### src/rtl/term_ctrl.sv
// Text-terminal controller: turns received bytes into VRAM cell writes, cursor moves, scroll and clear.
// Build option: define TERM_AUTOWRAP_EN to wrap printing at the last column into a line-feed.
`timescale 1ns/1ps

module term_ctrl #(
    parameter int COLS = 60,
    parameter int ROWS = 17
) (
    input  logic        i_clk,
    input  logic        i_rst_n,
    input  logic [7:0]  i_rx_data,
    input  logic        i_rx_valid,
    output logic        o_rx_ready,
    output logic [10:0] o_vram_addr,
    output logic [7:0]  o_vram_din,
    input  logic [7:0]  i_vram_dout,
    output logic        o_vram_ce,
    output logic        o_vram_wre,
    output logic [4:0]  o_cursor_row,
    output logic [5:0]  o_cursor_col,
    output logic        o_busy,
    output logic [2:0]  o_dbg_state
);

    // Handshake: a byte is consumed on a rising edge where i_rx_valid && o_rx_ready;
    // the sender keeps i_rx_data stable until then, and o_rx_ready is high only in IDLE.
    typedef enum logic [2:0] {
        ST_IDLE      = 3'd0,
        ST_WRITE     = 3'd1,
        ST_SCROLL_RD = 3'd2,
        ST_SCROLL_WR = 3'd3,
        ST_CLEAR     = 3'd4
    } state_t;

    localparam logic [5:0] LAST_COL    = 6'(COLS - 1);
    localparam logic [4:0] LAST_ROW    = 5'(ROWS - 1);
    localparam logic [4:0] SCROLL_LAST = 5'(ROWS - 2);

    state_t     r_state;
    logic       r_run;
    logic [4:0] r_row;
    logic [5:0] r_col;
    logic [4:0] r_scan_row;
    logic [5:0] r_scan_col;
    logic [7:0] r_data;
    logic       r_home;

    state_t     w_state;
    logic [4:0] w_row;
    logic [5:0] w_col;
    logic [4:0] w_scan_row;
    logic [5:0] w_scan_col;
    logic [7:0] w_data;
    logic       w_home;
    logic       w_accept;
    logic [4:0] w_src_row;
    logic       w_ce;
    logic       w_wre;
    logic [10:0] w_addr;
    logic [7:0] w_din;

    assign w_accept  = (r_state == ST_IDLE) && r_run && i_rx_valid;
    assign w_src_row = r_scan_row + 5'd1;

    always_comb begin
        w_state    = r_state;
        w_row      = r_row;
        w_col      = r_col;
        w_scan_row = r_scan_row;
        w_scan_col = r_scan_col;
        w_data     = r_data;
        w_home     = r_home;
        w_ce       = 1'b0;
        w_wre      = 1'b0;
        w_addr     = 11'd0;
        w_din      = 8'd0;

        case (r_state)
            ST_IDLE: begin
                if (w_accept) begin
                    if (i_rx_data >= 8'h20 && i_rx_data <= 8'h7E) begin
                        w_data  = i_rx_data;
                        w_state = ST_WRITE;
                    end else if (i_rx_data == 8'h0D) begin
                        w_col = 6'd0;
                    end else if (i_rx_data == 8'h0A) begin
                        if (r_row < LAST_ROW) begin
                            w_row = r_row + 5'd1;
                        end else begin
                            w_state    = ST_SCROLL_RD;
                            w_scan_row = 5'd0;
                            w_scan_col = 6'd0;
                        end
                    end else if (i_rx_data == 8'h08) begin
                        if (r_col != 6'd0) begin
                            w_col = r_col - 6'd1;
                        end
                    end else if (i_rx_data == 8'h0C) begin
                        w_state    = ST_CLEAR;
                        w_scan_row = 5'd0;
                        w_scan_col = 6'd0;
                        w_home     = 1'b1;
                    end
                end
            end

            ST_WRITE: begin
                w_ce    = 1'b1;
                w_wre   = 1'b1;
                w_addr  = {r_row, r_col};
                w_din   = r_data;
                w_state = ST_IDLE;
                if (r_col < LAST_COL) begin
                    w_col = r_col + 6'd1;
                end else begin
`ifdef TERM_AUTOWRAP_EN
                    w_col = 6'd0;
                    if (r_row < LAST_ROW) begin
                        w_row = r_row + 5'd1;
                    end else begin
                        w_state    = ST_SCROLL_RD;
                        w_scan_row = 5'd0;
                        w_scan_col = 6'd0;
                    end
`else
                    w_col = r_col;
`endif
                end
            end

            // Read one row below, write it back one row up on the following cycle.
            ST_SCROLL_RD: begin
                w_ce    = 1'b1;
                w_addr  = {w_src_row, r_scan_col};
                w_state = ST_SCROLL_WR;
            end

            ST_SCROLL_WR: begin
                w_ce    = 1'b1;
                w_wre   = 1'b1;
                w_addr  = {r_scan_row, r_scan_col};
                w_din   = i_vram_dout;
                w_state = ST_SCROLL_RD;
                if (r_scan_col == LAST_COL) begin
                    w_scan_col = 6'd0;
                    if (r_scan_row == SCROLL_LAST) begin
                        w_state    = ST_CLEAR;
                        w_scan_row = LAST_ROW;
                        w_home     = 1'b0;
                    end else begin
                        w_scan_row = r_scan_row + 5'd1;
                    end
                end else begin
                    w_scan_col = r_scan_col + 6'd1;
                end
            end

            // Shared by form-feed (whole screen, then home) and scroll (last row only).
            ST_CLEAR: begin
                w_ce   = 1'b1;
                w_wre  = 1'b1;
                w_addr = {r_scan_row, r_scan_col};
                if (r_scan_col == LAST_COL) begin
                    w_scan_col = 6'd0;
                    if (r_scan_row == LAST_ROW) begin
                        w_state = ST_IDLE;
                        if (r_home) begin
                            w_row  = 5'd0;
                            w_col  = 6'd0;
                            w_home = 1'b0;
                        end
                    end else begin
                        w_scan_row = r_scan_row + 5'd1;
                    end
                end else begin
                    w_scan_col = r_scan_col + 6'd1;
                end
            end

            default: begin
                w_state = ST_IDLE;
            end
        endcase
    end

    always_ff @(posedge i_clk) begin
        if (!i_rst_n) begin
            r_state    <= ST_IDLE;
            r_run      <= 1'b0;
            r_row      <= 5'd0;
            r_col      <= 6'd0;
            r_scan_row <= 5'd0;
            r_scan_col <= 6'd0;
            r_data     <= 8'd0;
            r_home     <= 1'b0;
        end else begin
            r_state    <= w_state;
            r_run      <= 1'b1;
            r_row      <= w_row;
            r_col      <= w_col;
            r_scan_row <= w_scan_row;
            r_scan_col <= w_scan_col;
            r_data     <= w_data;
            r_home     <= w_home;
        end
    end

    assign o_rx_ready   = (r_state == ST_IDLE) && r_run;
    assign o_busy       = (r_state != ST_IDLE);
    assign o_vram_ce    = w_ce;
    assign o_vram_wre   = w_wre;
    assign o_vram_addr  = w_addr;
    assign o_vram_din   = w_din;
    assign o_cursor_row = r_row;
    assign o_cursor_col = r_col;
    assign o_dbg_state  = r_state;

endmodule

### config.mk
export PLATFORM = sky130hd
export DESIGN_NAME = term_ctrl
export DESIGN_NICKNAME = d
export VERILOG_FILES = /design/src/rtl/term_ctrl.sv
export SDC_FILE = /design/constraint.sdc
export NUM_CORES = 1
export LEC_CHECK = 0
export ABC_AREA = 1
export BUFFER_PORTS_ARGS = -buffer_cell sky130_fd_sc_hd__buf_2
export CAP_MARGIN = 20
export CORE_ASPECT_RATIO = 1.75
export CORE_MARGIN = 10
export CORE_UTILIZATION = 50
export CTS_BUF_LIST = sky130_fd_sc_hd__clkbuf_8 sky130_fd_sc_hd__clkbuf_16
export CTS_CLUSTER_SIZE = 30
export DETAILED_ROUTE_END_ITERATION = 12
export PLACE_DENSITY_LB_ADDON = 0.15
export SLEW_MARGIN = 10
export SYNTH_ARGS = -nofsm -noshare
export SYNTH_HDL_FRONTEND = slang
export SYNTH_SLANG_ARGS = --single-unit
### constraint.sdc
create_clock -name i_clk -period 4.6 [get_ports i_clk]
set_input_delay 0.46 -clock i_clk [delete_from_list [all_inputs] [get_ports i_clk]]
set_output_delay 0.46 -clock i_clk [all_outputs]
set_load 0.1 [all_outputs]
### Word-level counts from Yosys, hierarchy flattened

Cells that the tools add are included.

| cells by class | value |
|---|---|
| add/subtract/negate cells | 5 |
| order comparisons | 4 |
| eq/ne operators | 36 |
| mux-type cells | 69 |
| reduce and logical (&&, ||, !) cells | 20 |

Operators with widths:

| kind | number |
|---|---|
| 6-bit two-way mux | 18 |
| 5-bit two-way mux | 19 |
| 3-bit two-way mux | 11 |
| 11-bit one-hot mux with 3 select lines | 1 |
| 8-bit by 4-bit == test with 1-bit output, second input constant | 4 |
| 2-bit != test, second input constant | 12 |
| 10-bit AND reduction | 2 |
| 6-bit one-hot mux with 3 select lines | 1 |
| 8-bit one-hot mux with 2 select lines | 1 |
| 5-bit one-hot mux with 3 select lines | 1 |
| 7-bit AND reduction | 2 |
| 1-bit two-way mux | 13 |
| 6-bit by 1-bit adder with 6-bit output, second input constant | 2 |
| 3-bit != test, second input constant | 4 |
| 3-bit one-hot mux with 4 select lines | 1 |
| 6-bit one-hot mux with 2 select lines | 1 |
| 11-bit AND reduction | 1 |
| 5-bit by 1-bit adder with 5-bit output, second input constant | 2 |
| 5-bit one-hot mux with 2 select lines | 1 |
| 3-bit by 1-bit != test with 1-bit output, second input constant | 3 |
| 9-bit AND reduction | 1 |
| 3-bit nonzero test | 3 |
| 8-bit by 6-bit >= comparator with 1-bit output, second input constant | 1 |
| 8-bit by 7-bit less-or-equal comparator with 1-bit output, second input constant | 1 |
| other kinds (21) | 28 |

| storage, ports and cells | value |
|---|---|
| bits in registers | 35 |
| input bits | 19 |
| word-level logic and storage cells | 142 |

### Logic depth before layout (Yosys ltp)

Gate-level depths: netlist (run 1).

| depth | value |
|---|---|
| word-level depth | 8 |
| depth in mapped cells | 13 |
| mapped depth without buffers | 13 |

### Least setup slack after synthesis (run 1)

OpenSTA, ideal clock, no wires.

| timing | value |
|---|---|
| kind | flip-flop to output port |
| start | register r_state[0], in the netlist o_dbg_state[0] |
| end | output o_vram_addr[1] |
| data arrival time | 3.927 ns |
| required time | 4.140 ns |
| setup slack | 0.213 ns |
| stages on the path, launching flop included | 6 |
| path buffers | 1 |
| cell sequence | dfxtp_1 -> inv_1 -> nor3_2 -> inv_1 -> clkbuf_1 -> o21ai_0 |

| between the ends | value |
|---|---|
| word-level cells in the longest chain between the ends | 3 |
| elaborated cells on any way between the ends | 6 |
| those cells by class | 4 x eq/ne; 1 x mux; 1 x reduce/logical |

RTL lines:

| element | line | text |
|---|---|---|
| start: declaration | 39 | `state_t r_state;` |
| start signal: assignment | 197 | `r_state <= w_state;` |
| 3-bit == test or 3-bit by 2-bit == test with 1-bit output (tied branches) | 78 | `case (r_state)` |
| 2-bit OR reduction (no line) | n/a |  |
| 11-bit one-hot mux with 3 select lines * | 78 |  |
| end: declaration | 14 | `output logic [10:0] o_vram_addr,` |

Every way passes the cells marked *; elsewhere a longest branch is shown, timed or not.

### Worst setup path after layout (run 1)

| timing | value |
|---|---|
| start | register r_state[1], in the netlist o_dbg_state[1] |
| end | output o_vram_addr[4] |

Same word-level chain as after synthesis.

==> results of run 1 <==
==> metrics by stage <==
step / power (W) / cells / instance area, um2 / setup WS, ps / hold slack [ps]
floorplan: 0.0005729 / 388 / 2507 / 212.6 / 418.0
global placement: 0.0006328 / 491 / 2818 / 2352 / 425.7
detailed placement: 0.0006350 / 491 / 2818 / 2284 / 434.6
CTS: 0.0008810 / 499 / 2918 / 1962 / 444.9
global route: 0.0009187 / 499 / 2918 / 1745 / 450.4
finish: 0.0008796 / 499 / 2918 / 1940 / 441.2
==> metal layers <==
metal	wire, um	global-route usage [%]
met1	2959	19.18
met2	3961	32.53
met3	453	4.000
met4	150	6.367
met5	0	0
==> registers in the layout (all words and copies together) (netlist names) <==
| name | flops |
|---|---|
| o_cursor_col | 6 |
| o_cursor_row | 5 |
| o_dbg_state | 3 |
| r_data | 8 |
| r_home | 1 |
| r_run | 1 |
| r_scan_col | 6 |
| r_scan_row | 5 |
==> final timing paths <==
path	start	end	slack [ps]	depth (start not counted)
min	i_rx_data[4]	r_data[4]$_SDFFE_PN0P_	440	3
min reg2reg	r_data[7]$_SDFFE_PN0P_	r_data[7]$_SDFFE_PN0P_	450	2
max	o_dbg_state[1]$_SDFFE_PN0P_	o_vram_addr[4]	1940	7
max reg2reg	r_scan_col[1]$_SDFFE_PN0P_	r_scan_row[2]$_SDFFE_PN0P_	2760	11
==> cells by family after synthesis <==
family / share of synthesized area (%)
DFF: 27.94
buffers and inverters: 8.932
adders and majority gates: 3.992
xor gates and xnor gates: 2.795
and+or+nand+nor: 39.12
AOI/OAI and AO/OA: 17.22
==> synth_stat cells, types with 3 or more instances <==
master | n | area, um2
nand3_1 | 21 | 105.1
nor2_4 | 4 | 45.04
inv_1 | 44 | 165.2
nor2_1 | 60 | 225.2
nand2_1 | 79 | 296.5
ha_1 | 8 | 100.1
a22o_1 | 7 | 61.31
dfxtp_1 | 35 | 700.7
nor3_1 | 8 | 40.04
inv_2 | 5 | 18.77
o221ai_1 | 4 | 35.03
a21oi_1 | 20 | 100.1
or2_2 | 3 | 18.77
o21ai_0 | 27 | 135.1
xor2_1 | 7 | 61.31
nand2_2 | 7 | 43.79
clkbuf_1 | 3 | 11.26
nand4_1 | 11 | 68.82
o22ai_1 | 6 | 37.54
nor2_2 | 9 | 56.30
==> where the power goes <==
part / internal, W / switching [W]
logic: 0.0000699 / 0.000225
registers: 0.000318 / 0.0000172
clock network: 0.000135 / 0.000115
total: 0.000522 / 0.000358
==> area by class of cell <==
class	instances	area (um2)
sequential	35	700.7
timing repair buffer	56	282.8
tap	54	67.56
clock buffer	7	96.34
multi-input combinational	297	1583
inverter	49	183.9
fill	517	2017
clock inverter	1	3.754
==> worst reg2reg max path, stage by stage (launching register included) <==
cell and delay [ps]:
dfxtp_1 380, ha_1 230, nand3_1 120, nor2_2 220, nor2_1 90, nor2_2 110, nand3_1 110, nor2_2 180
nand2_2 130, nand2_1 80, nand2_1 50, nor2_1 100
==> impl_metrics.csv, run 1 <==
group,metric,value,unit
worst_setup_path,start_kind,"flip-flop",
finish,layout_common_cells,"nand2_1 (79), nor2_1 (60), buf_2 (55)",
place,numPortBuffers,55,
finish,syn_to_final_growth,16.37,%
routing,wirelength,7.526,mm
routing,firstDrtPassIters,5,
finish,post-route-util,59.13,%
routing,routed_via_density,5.461,
worst_setup_path,worstSetupPathType,"reg -> out",
run_status,status,"finished clean",
clocking,post_cts_buffers,0,
synth,ys_types,37,
synth,syn_inst,388,
synth,synth_nets,415,
place,dpl.hpwl,5.973,mm
timing,finalHoldViolCount,0,
worst_setup_path,crit_arrival,2200,ps
worst_setup_path,critPathSlowestCell,"dfxtp_1",
routing,wl_per_cell,15.08,um
job,cap_violations,0,
synth,ys_seq_area_share,27.94,%
place,gp_congestion,1.024,
floorplanning,initial_core_util,50.81,%
clocking,postCtsHoldBufs,0,
pwr,ir_worst_vdd,0.0002707,V
pwr,leakagePower,1.441,nW
routing,drt_iter0_drc,215,
clocking,post_cts_resized,0,
global_route,grt_start_max_net_pins,24,
timing,tns,0,ps
finish,final_common_cell,"nand2_1",
global_route,antenna_found_initial,0,
worst_setup_path,crit_family,"buffers and inverters",
floorplanning,coreArea,4935,um2
clocking,h-tree-depth,2,
finish,nets,471,
synth,synthesis.area,2507,um2
synth,async_flop_share,0,%
synth,synth-main-ff-cell,"dfxtp_1",
routing,antenna_left,0,
finish,drive_above_1_share,22.02,%
worst_setup_path,crit_path_max_fanout,11,
clocking,clkTransAtPathRegs,80,ps
timing,worst_slew_margin_rel,55.04,%
routing,dr_total_vias,2725,
finish,n_antenna_cell,0,
synth,post_synth.cell_area_avg,6.462,um2
synth,yosys_warnings,0,
timing,fmax,375.9,MHz
floorplanning,die_w,73.53,um
timing,drv_slew,0,
floorplanning,rows,34,
clocking,numCtsBuffers,5,
floorplanning,die-area,8359,um2
floorplanning,fp.dieH,113.7,um
timing,tightest_slew,667.4,ps
clocking,cts_tree,"built",
worst_setup_path,crit_chain,"nand3_1, inv_2, nor2_4, inv_1, nor2_2, o22ai_1, buf_2",
worst_setup_path,path_buf_inv,3,
global_route,grtUsageTotal,17.93,%
timing,setup_violations,0,
clocking,clkSinkCount,35,
floorplanning,io_pins,56,
timing,rsz0062_at_grt,"no",
worst_hold_path,hold_path_class,"in -> reg",
clocking,cts_root_buf,"clkbuf_8",
synth,synth_edf_count,0,
worst_setup_path,crit_path_end_kind,"output port",
routing,drcViolationCount,0,
timing,min_period,2660,ps
clocking,cts_buffer_depth,2,
worst_setup_path,crit_required,4140,ps
synth,ys_seq_elements,35,
pwr,p_per_area,301.5,nW/um2
timing,period_share,57.84,%
global_route,overflow,0,
global_route,first_global_vias,2647,
clocking,clock_latency,290,ps
global_route,grt_pass1_wl,12.41,mm
timing,finalClockSkew,7.261,ps
worst_setup_path,slowest_delay,470,ps
Power figures use the tool's default switching activity.
==> inputs of run 2 (changes only) <==
==> constraint.sdc (replaced) <==
create_clock -name i_clk -period 2.7 [get_ports i_clk]
set_input_delay 0.27 -clock i_clk [delete_from_list [all_inputs] [get_ports i_clk]]
set_output_delay 0.27 -clock i_clk [all_outputs]
set_load 0.1 [all_outputs]
==> impl_metrics.csv, run 2 (same netlist as run 1, synthesis figures left out) <==
group,metric,value,unit
routing,wl_per_cell,15.34,um
job,cap_violations,0,
routing,drt_iter0_drc,184,
pwr,power.switching,0.0006155,W
pwr,clockPowerShare,27.5,%
timing,drv_slew,0,
finish,syn_to_final_growth,27.64,%
clocking,post_cts_resized,0,
pwr,combinationalPowerShare,35.0,%
timing,tightest_slew,695.9,ps
timing,min_period,2439,ps
place,gp_congestion,0.9477,
timing,period_share,90.32,%
timing,whs,250.0,ps
global_route,grt_start_max_net_pins,24,
routing,firstDrtPassIters,5,
floorplanning,io_pins,56,
clocking,clkSinkCount,35,
finish,post-route-util,64.86,%
place,dpl.hpwl,6.144,mm
routing,routed_via_density,5.518,
global_route,antenna_found_initial,0,
floorplanning,coreArea,4935,um2
clocking,cts_tree,"built",
timing,finalClockSkew,3.589,ps
pwr,p_sw_share,40.32,%
place,numPortBuffers,55,
place,dpl_worst_slack,579.7,ps
timing,finalHoldViolCount,0,
floorplanning,initial_core_util,50.81,%
global_route,overflow,0,
timing,layout_setup_ws,261.3,ps
timing,tns,0,ps
clocking,numCtsBuffers,5,
floorplanning,fp.dieH,113.7,um
routing,drcViolationCount,0,
finish,drive_above_1_share,25.56,%
timing,worst_slew_margin_rel,53.12,%
timing,setup_violations,0,
finish,largest_register_ffs,8,
floorplanning,die_w,73.53,um
pwr,leakagePower,1.492,nW
finish,n_antenna_cell,0,
clocking,cts_root_buf,"clkbuf_8",
routing,wirelength,7.669,mm
worst_setup_path,crit_path_max_fanout,11,
finish,regMostFlops,"r_data",
timing,fmax,410.1,MHz
finish,layout_common_cells,"nand2_1 (79), nor2_1 (60), inv_1 (45)",
clocking,clock_latency,290,ps
worst_setup_path,worstSetupPathType,"reg -> out",
pwr,p_per_area,477.0,nW/um2
finish,final_common_cell,"nand2_1",
global_route,grt_pass1_wl,13.18,mm
pwr,ir_worst_vdd,0.0004571,V
pwr,p_int,0.0009111,W
run_status,status,"finished clean",
clocking,postCtsHoldBufs,0,
worst_setup_path,crit_path_end_kind,"output port",
clocking,clkTransAtPathRegs,70,ps
clocking,post_cts_buffers,0,
global_route,first_global_vias,2868,
clocking,h-tree-depth,2,
worst_setup_path,crit_required,2430,ps
worst_setup_path,start_kind,"flip-flop",
routing,antenna_left,0,
worst_setup_path,crit_arrival,2170,ps
timing,rsz0062_at_grt,"no",
worst_hold_path,hold_path_class,"in -> reg",
finish,nets,472,
routing,dr_total_vias,2759,
floorplanning,rows,34,
floorplanning,die-area,8359,um2
global_route,grtUsageTotal,19.20,%
pwr,seqPwrFrac,37.5,%
clocking,cts_buffer_depth,2,
[run 2: cell types whose count changed in the layout (fill, tap and decap cells not counted), moves of 4 or more]
| cell | delta |
|---|---|
| buf_12 | +12 |
| buf_2 | -12 |
| o22ai_1 | -5 |
| o22ai_2 | +5 |
| o221ai_1 | -4 |
[run 2: cell type report]
class	instances	area, um2
clock buffers	7	96.34
clock inverters	1	3.754
fillers	460	1734
inverters	49	183.9
multi-input cells	297	1674
flip-flops and latches	35	704.4
well taps	54	67.56
repair buffers	57	470.5
[run 2: through the flow]
step	total power [W]	cells	cell area, um2
3_3_place_gp	0.001110	492	3100
2_1_floorplan	0.0009870	388	2603
4_1_cts	0.001537	500	3201
5_1_grt	0.001605	500	3201
6_report	0.001527	500	3201
3_5_place_dp	0.001116	492	3100
[run 2: critical path, stage by stage (launching register included)]
cell and delay [ps]:
dfxtp_2 400, inv_2 80, nand3_1 150, inv_2 150, nor2_4 250, inv_1 150, nor2_2 320, nand2_1 160
buf_12 210
[run 2: power groups by stage]
stage	Sequential [W]	Combinational [W]	Clock [W]
floorplan	0.000652	0.000335	0
global placement	0.000583	0.000527	0
detailed placement	0.000584	0.000532	0
CTS	0.000572	0.000534	0.000431
global route	0.000577	0.000581	0.000447
finish	0.000573	0.000534	0.000420
[run 2: metal layers]
metal	wire length, um	vias to the layer above	part of all wire (%)	global-route usage [%]
met2	4222	83	55	34.42
met4	212	0	2.8	9.238
met1	2722	1264	35	19.36
met3	512	22	6.7	5.217
li1	-	1390	-	-
met5	0	-	0	0
[run 2: path summary, 6_finish.rpt]
kind / endpoint / slack, ps / start / depth (start not counted)
min: r_data[4]$_SDFFE_PN0P_ / 250 / i_rx_data[4] / 3
max reg2reg: o_cursor_col[5]$_SDFFE_PN0P_ / 830 / r_scan_col[1]$_SDFFE_PN0P_ / 10
max: o_vram_ce / 260 / o_dbg_state[2]$_SDFFE_PN0P_ / 8
min reg2reg: r_scan_col[5]$_SDFFE_PN0P_ / 490 / r_scan_col[5]$_SDFFE_PN0P_ / 2
